===== config.mk =====
export PLATFORM = sky130hd
export DESIGN_NAME = gestor_niveles
export DESIGN_NICKNAME = d
export VERILOG_FILES = /design/src/rtl/gestor_niveles_pkg.sv /design/src/rtl/canal_nivel.sv /design/src/rtl/gestor_niveles.sv
export SDC_FILE = /design/constraint.sdc
export NUM_CORES = 1
export LEC_CHECK = 0
export BUFFER_PORTS_ARGS = -buffer_cell sky130_fd_sc_hd__buf_2
export CAP_MARGIN = 10
export CELL_PAD_IN_SITES_DETAIL_PLACEMENT = 0
export CELL_PAD_IN_SITES_GLOBAL_PLACEMENT = 1
export CORE_AREA = 2 2 126 128
export CTS_CLUSTER_SIZE = 40
export DETAILED_ROUTE_END_ITERATION = 7
export DIE_AREA = 0 0 128 130
export GPL_TIMING_DRIVEN = 0
export PLACE_DENSITY = 0.55
export SYNTH_ARGS = -nofsm -noshare
export SYNTH_HDL_FRONTEND = slang
export SYNTH_SLANG_ARGS = --single-unit
export TNS_END_PERCENT = 10

===== constraint.sdc =====
create_clock -name clk -period 2.8 [get_ports clk]
set_input_delay 0.56 -clock clk [delete_from_list [all_inputs] [get_ports clk]]
set_output_delay 0.56 -clock clk [all_outputs]
set_load 0.03 [all_outputs]

===== src/rtl/gestor_niveles_pkg.sv =====
// Shared types, constants and width helper for the need-level generator.
package gestor_niveles_pkg;

  localparam int unsigned NIVEL_W = 2;

  typedef logic [NIVEL_W-1:0] nivel_t;

  localparam nivel_t NIVEL_MAX = 2'd3;
  localparam nivel_t NIVEL_MIN = 2'd0;

  localparam int unsigned IDX_COMIDA   = 0;
  localparam int unsigned IDX_SALUD    = 1;
  localparam int unsigned IDX_DESCANSO = 2;
  localparam int unsigned IDX_ANIMO    = 3;
  localparam int unsigned N_CANALES    = 4;

  // Counter width for a 0..p-1 counter; a period of 1 still needs one bit.
  function automatic int unsigned ancho_cnt(input int unsigned p);
    return (p > 1) ? $clog2(p) : 1;
  endfunction

endpackage


===== src/rtl/canal_nivel.sv =====
// One need channel: level decays without stimulus and recovers while stimulus is held.
module canal_nivel
  import gestor_niveles_pkg::*;
#(
  parameter int unsigned DECAY         = 30,
  parameter int unsigned RECOVER_TICKS = 3
) (
  input  logic   clk,
  input  logic   reset,
  input  logic   tick,
  input  logic   estimulo,
  output nivel_t nivel,
  output logic   en_cero
);

  localparam int unsigned DW = ancho_cnt(DECAY);
  localparam int unsigned RW = ancho_cnt(RECOVER_TICKS);
  localparam logic [DW-1:0] DECAY_FIN   = DW'(DECAY - 1);
  localparam logic [RW-1:0] RECOVER_FIN = RW'(RECOVER_TICKS - 1);

  logic [DW-1:0] dec_q, dec_d;
  logic [RW-1:0] rec_q, rec_d;
  nivel_t        nivel_d;

  // Stimulus takes priority over decay; each side clears the other's progress.
  always_comb begin
    dec_d   = dec_q;
    rec_d   = rec_q;
    nivel_d = nivel;
    if (tick) begin
      if (estimulo) begin
        dec_d = '0;
        if (rec_q == RECOVER_FIN) begin
          rec_d = '0;
          if (nivel != NIVEL_MAX) nivel_d = nivel + NIVEL_W'(1);
        end else begin
          rec_d = rec_q + RW'(1);
        end
      end else begin
        rec_d = '0;
        if (dec_q == DECAY_FIN) begin
          dec_d = '0;
          if (nivel != NIVEL_MIN) nivel_d = nivel - NIVEL_W'(1);
        end else begin
          dec_d = dec_q + DW'(1);
        end
      end
    end
  end

  // en_cero is registered from the next level so it lines up with nivel.
  always_ff @(posedge clk or negedge reset) begin
    if (!reset) begin
      dec_q   <= '0;
      rec_q   <= '0;
      nivel   <= NIVEL_MAX;
      en_cero <= 1'b0;
    end else begin
      dec_q   <= dec_d;
      rec_q   <= rec_d;
      nivel   <= nivel_d;
      en_cero <= (nivel_d == NIVEL_MIN);
    end
  end

endmodule


===== src/rtl/gestor_niveles.sv =====
// Need-level generator: base-tick prescaler, four level channels, alert packing and sticky death flag.
module gestor_niveles
  import gestor_niveles_pkg::*;
#(
  parameter int unsigned CLK_PER_TICK   = 50_000_000,
  parameter int unsigned DECAY_COMIDA   = 30,
  parameter int unsigned DECAY_SALUD    = 60,
  parameter int unsigned DECAY_DESCANSO = 45,
  parameter int unsigned DECAY_ANIMO    = 20,
  parameter int unsigned RECOVER_TICKS  = 3,
  parameter int unsigned DEATH_TICKS    = 10
) (
  input  logic               clk,
  input  logic               reset,
  input  logic               test_rapido,
  input  logic               boton_comida,
  input  logic               boton_medicina,
  input  logic               sensor_luz,
  input  logic               sensor_ultrasonido,
  output logic [NIVEL_W-1:0] nivel_comida,
  output logic [NIVEL_W-1:0] nivel_salud,
  output logic [NIVEL_W-1:0] nivel_descanso,
  output logic [NIVEL_W-1:0] nivel_animo,
  output logic [N_CANALES-1:0] alerta,
  output logic               muerte,
  output logic               tick
);

  localparam int unsigned PW = ancho_cnt(CLK_PER_TICK);
  localparam int unsigned MW = ancho_cnt(DEATH_TICKS);
  localparam logic [PW-1:0] PRE_FIN   = PW'(CLK_PER_TICK - 1);
  localparam logic [MW-1:0] MUERTE_FIN = MW'(DEATH_TICKS - 1);

  logic [PW-1:0] pre_q, pre_d;
  logic          tick_d;
  logic [MW-1:0] mcnt_q, mcnt_d;
  logic          muerte_d;
  logic [N_CANALES-1:0] cero;

  // Fast mode pins the prescaler at 0, so leaving it restarts a full period (no double tick).
  always_comb begin
    pre_d  = pre_q;
    tick_d = 1'b0;
    if (test_rapido) begin
      pre_d  = '0;
      tick_d = 1'b1;
    end else if (pre_q == PRE_FIN) begin
      pre_d  = '0;
      tick_d = 1'b1;
    end else begin
      pre_d = pre_q + PW'(1);
    end
  end

  // Death counter: consecutive ticks with any level at zero.
  always_comb begin
    mcnt_d   = mcnt_q;
    muerte_d = muerte;
    if (tick) begin
      if (alerta != '0) begin
        if (mcnt_q == MUERTE_FIN) begin
          mcnt_d   = '0;
          muerte_d = 1'b1;
        end else begin
          mcnt_d = mcnt_q + MW'(1);
        end
      end else begin
        mcnt_d = '0;
      end
    end
  end

  always_ff @(posedge clk or negedge reset) begin
    if (!reset) begin
      pre_q  <= '0;
      tick   <= 1'b0;
      mcnt_q <= '0;
      muerte <= 1'b0;
    end else begin
      pre_q  <= pre_d;
      tick   <= tick_d;
      mcnt_q <= mcnt_d;
      muerte <= muerte_d;
    end
  end

  canal_nivel #(.DECAY(DECAY_COMIDA), .RECOVER_TICKS(RECOVER_TICKS)) u_comida (
    .clk(clk), .reset(reset), .tick(tick), .estimulo(boton_comida),
    .nivel(nivel_comida), .en_cero(cero[IDX_COMIDA])
  );

  canal_nivel #(.DECAY(DECAY_SALUD), .RECOVER_TICKS(RECOVER_TICKS)) u_salud (
    .clk(clk), .reset(reset), .tick(tick), .estimulo(boton_medicina),
    .nivel(nivel_salud), .en_cero(cero[IDX_SALUD])
  );

  canal_nivel #(.DECAY(DECAY_DESCANSO), .RECOVER_TICKS(RECOVER_TICKS)) u_descanso (
    .clk(clk), .reset(reset), .tick(tick), .estimulo(sensor_luz),
    .nivel(nivel_descanso), .en_cero(cero[IDX_DESCANSO])
  );

  canal_nivel #(.DECAY(DECAY_ANIMO), .RECOVER_TICKS(RECOVER_TICKS)) u_animo (
    .clk(clk), .reset(reset), .tick(tick), .estimulo(sensor_ultrasonido),
    .nivel(nivel_animo), .en_cero(cero[IDX_ANIMO])
  );

  assign alerta = cero;

endmodule


==> reports/results.txt <==
Status = complete, no violations
Clock Sinks = 74
Ys flop type = dfrtp_1
Post-CTS Hold Buffers = 0
Number of enable flip-flop cells after synthesis = 0
Lkg Pwr = 1.83 nW
Tmin final = 2260 ps
Final Hold Vio Count = 0
Total Power = 3.00 mW
Initial drt markers = 204
Reg2reg start = pre_q[0]$_DFF_PN0_
IO buf count = 19
Reg-to-Reg End = pre_q[22]$_DFF_PN0_
DRT Pass-1 Iters = 4
CP endpoint kind = flop
Fmax = 443 MHz
Clock Skews = 6.44 ps
WP data required = 3060 ps
Period utilization = 0.806
Post-synth net total = 408
Delay-heaviest family, CP = simple AND/OR/NAND/NOR gates
Slowest cell delay on critical path = 580 ps
Crit Path Max Fanout = 6
Initial core utilization = 0.244
Clock root cell = clkbuf_16
FP Rows = 46
Reg-to-reg slack, setup = 540 ps
Final setup viols = 0
CTS tree = done
CTS buffer count = 9
Worst-path cell chain = ha_1 -> nand4_1 -> or3_2 -> or4_1 -> a21oi_1
Layout cells sized above 1 = 0.161
Most frequent cells in the layout = dfrtp_1 (66), nand2_1 (35), nor2_1 (31)
Slew margin rel. = 0.597
Post-route DRC = 0
Final WL = 8590 microns
Chip width = 128 microns
DPL Wire Length = 5860 microns
Post-Syn Area = 0.00377 sq mm
Gr usage total = 0.115
Yosys top cell area share = 0.439
Vias = 2935
Number of distinct library cells after synthesis = 52
CP Launch Type = flop
Crit-path slowest cell = or3_2
Post-CTS Setup Inserts = 0
ANT nets after route = 0
Core ar. = 0.0154 sq mm
Clock tree buffer depth = 2
Synth Area per Inst = 9.61 sq um
RSZ-0062 raised after global routing = false
Post-CTS sizing = 0
Area Growth Syn to Fin = 17.7%
Post-synth top area cell = dfrtp_1
Worst Path Arrival = 2510 ps
Die H = 130 microns
GPL Wtd Cong = 0.739
Number of H-tree levels = 3
Worst-skew pair later-pin latency = 330 ps
Clk pin slew, worst setup/hold paths = 60 ps
Vias in the first global route = 3050
WL per Instance = 13.9 microns
Seq/Total Area, Yosys = 0.494
Commonest non-fill, non-tap cell in the layout = dfrtp_1
Gate Count Post-Synth = 392
Setup TNS = 0 ps
R2R depth = 5
Peak supply drop = 0.000282 V
Top Ports = 21
Number of diodes = 0
Buffers & Inverters on Critical Path = 0
Initial antenna violation count = 0
Area of the die = 0.0166 sq mm
Nets@finish = 439
Worst Path Class, Setup = reg -> reg
Vias per std cell = 4.73
Fraction of registers with async set/reset = 1.00
Max-cap violations = 0
Largest net degree at the start of global routing = 51
Yosys reg bits = 74
Synth Warn # = 0
Synth top area cells = dfrtp_1 (44%), dfstp_2 (5.6%), o21ai_0 (3.7%)
Worst-Margin Slew = 604 ps
First-pass GRT wire length = 15100 microns
Global route total overflow = 0
Slew Viols, Final = 0
Type of the worst min-delay path = in -> async
Pwr dens = 676 mW/mm^2
[how the worst max path moves through the flow]
stage	from	endpoint	slack, ps	cells past startpoint
6_report	pre_q[0]$_DFF_PN0_	pre_q[22]$_DFF_PN0_	540	5
5_1_grt	tick$_DFF_PN0_	u_comida.dec_q[2]$_DFFE_PN0P_	310	6
4_1_cts	tick$_DFF_PN0_	u_comida.dec_q[2]$_DFFE_PN0P_	500	6
3_5_place_dp	tick$_DFF_PN0_	u_comida.dec_q[2]$_DFFE_PN0P_	520	6
3_3_place_gp	pre_q[0]$_DFF_PN0_	pre_q[16]$_DFF_PN0_	530	6
2_1_floorplan	pre_q[0]$_DFF_PN0_	pre_q[22]$_DFF_PN0_	810	5
[registers in the layout, summed over array words and instances (netlist names)]
register and count:
mcnt_q 4, muerte 1, pre_q 26, tick 1
u_animo.dec_q 5, u_animo.en_cero 1, u_animo.nivel 2, u_animo.rec_q 2
u_comida.dec_q 5, u_comida.en_cero 1, u_comida.nivel 2, u_comida.rec_q 2
u_descanso.dec_q 6, u_descanso.en_cero 1, u_descanso.nivel 2, u_descanso.rec_q 2
u_salud.dec_q 6, u_salud.en_cero 1, u_salud.nivel 2, u_salud.rec_q 2
[where the power goes]
| part | internal [mW] | switching, mW |
|---|---|---|
| registers | 1.22 | 0.120 |
| clock network | 0.720 | 0.432 |
| logic | 0.201 | 0.304 |
| total | 2.14 | 0.856 |
[synthesized netlist by cell type, drive strengths merged, types with 2 or more instances]
library cell,count
nand2b,4
o22ai,12
o31ai,8
a31oi,7
xor2,5
clkbuf,8
o21a,2
dfrtp,66
or3b,2
nand3b,2
xnor2,12
buf,7
nor3,6
dfstp,8
ha,9
nand4b,2
a21oi,20
o21ai,28
inv,26
and3,8
nor4,4
nand2,35
nand4,10
o211ai,2
nand3,17
mux2i,5
mux2,5
nor3b,2
or4,6
o21bai,2
a31o,3
nor2,31
or3,10
nor2b,7
[metal layers]
layer / part of all wire / track usage / vias to the layer above
met5: 0 / 0 / -
met1: 0.48 / 0.143 / 1419
met3: 0.029 / 0.0303 / 11
li1: - / - / 1467
met2: 0.47 / 0.194 / 38
met4: 0.015 / 0.0414 / 0
[layout make-up]
class                           count  area (sq um)
Clock buffer                       15           298
Fill cell                        1653         11000
Tap cell                          192           240
Multi-Input combinational cell    277          1730
Timing Repair Buffer               20           125
Sequential cell                    74          1860
Inverter                           26          97.6
Clock inverter                      1          5.00
Buffer                             15          81.3
[worst reg2reg max path, stage by stage (launching register included)]
cell     delay [ps]
dfrtp_1         380
ha_1            260
nand4_1         280
or3_2           580
or4_1           520
a21oi_1         160
[cells by family after synthesis]
kind of cell / synth area share
adder cells (fa/ha/maj): 0.0299
AO/OA/AOI/OAI: 0.146
buffers and inverters: 0.0475
XOR/XNOR: 0.0395
multiplexers: 0.0282
AND/OR/NAND/NOR: 0.214
flip-flops: 0.494
[per-stage QoR]
step | area (sq um) | utilization | setup slack (ps) | hold slack [ps] | std cells
detailed placement | 4130 | 0.268 | 517 | 480 | 604
CTS | 4430 | 0.287 | 502 | 142 | 620
finish | 4430 | 0.287 | 543 | 137 | 620
global placement | 4100 | 0.266 | 525 | 459 | 603
floorplan | 3770 | - | 812 | 264 | 392
global route | 4430 | 0.287 | 312 | 147 | 620
Power figures use the tool's default switching activity.
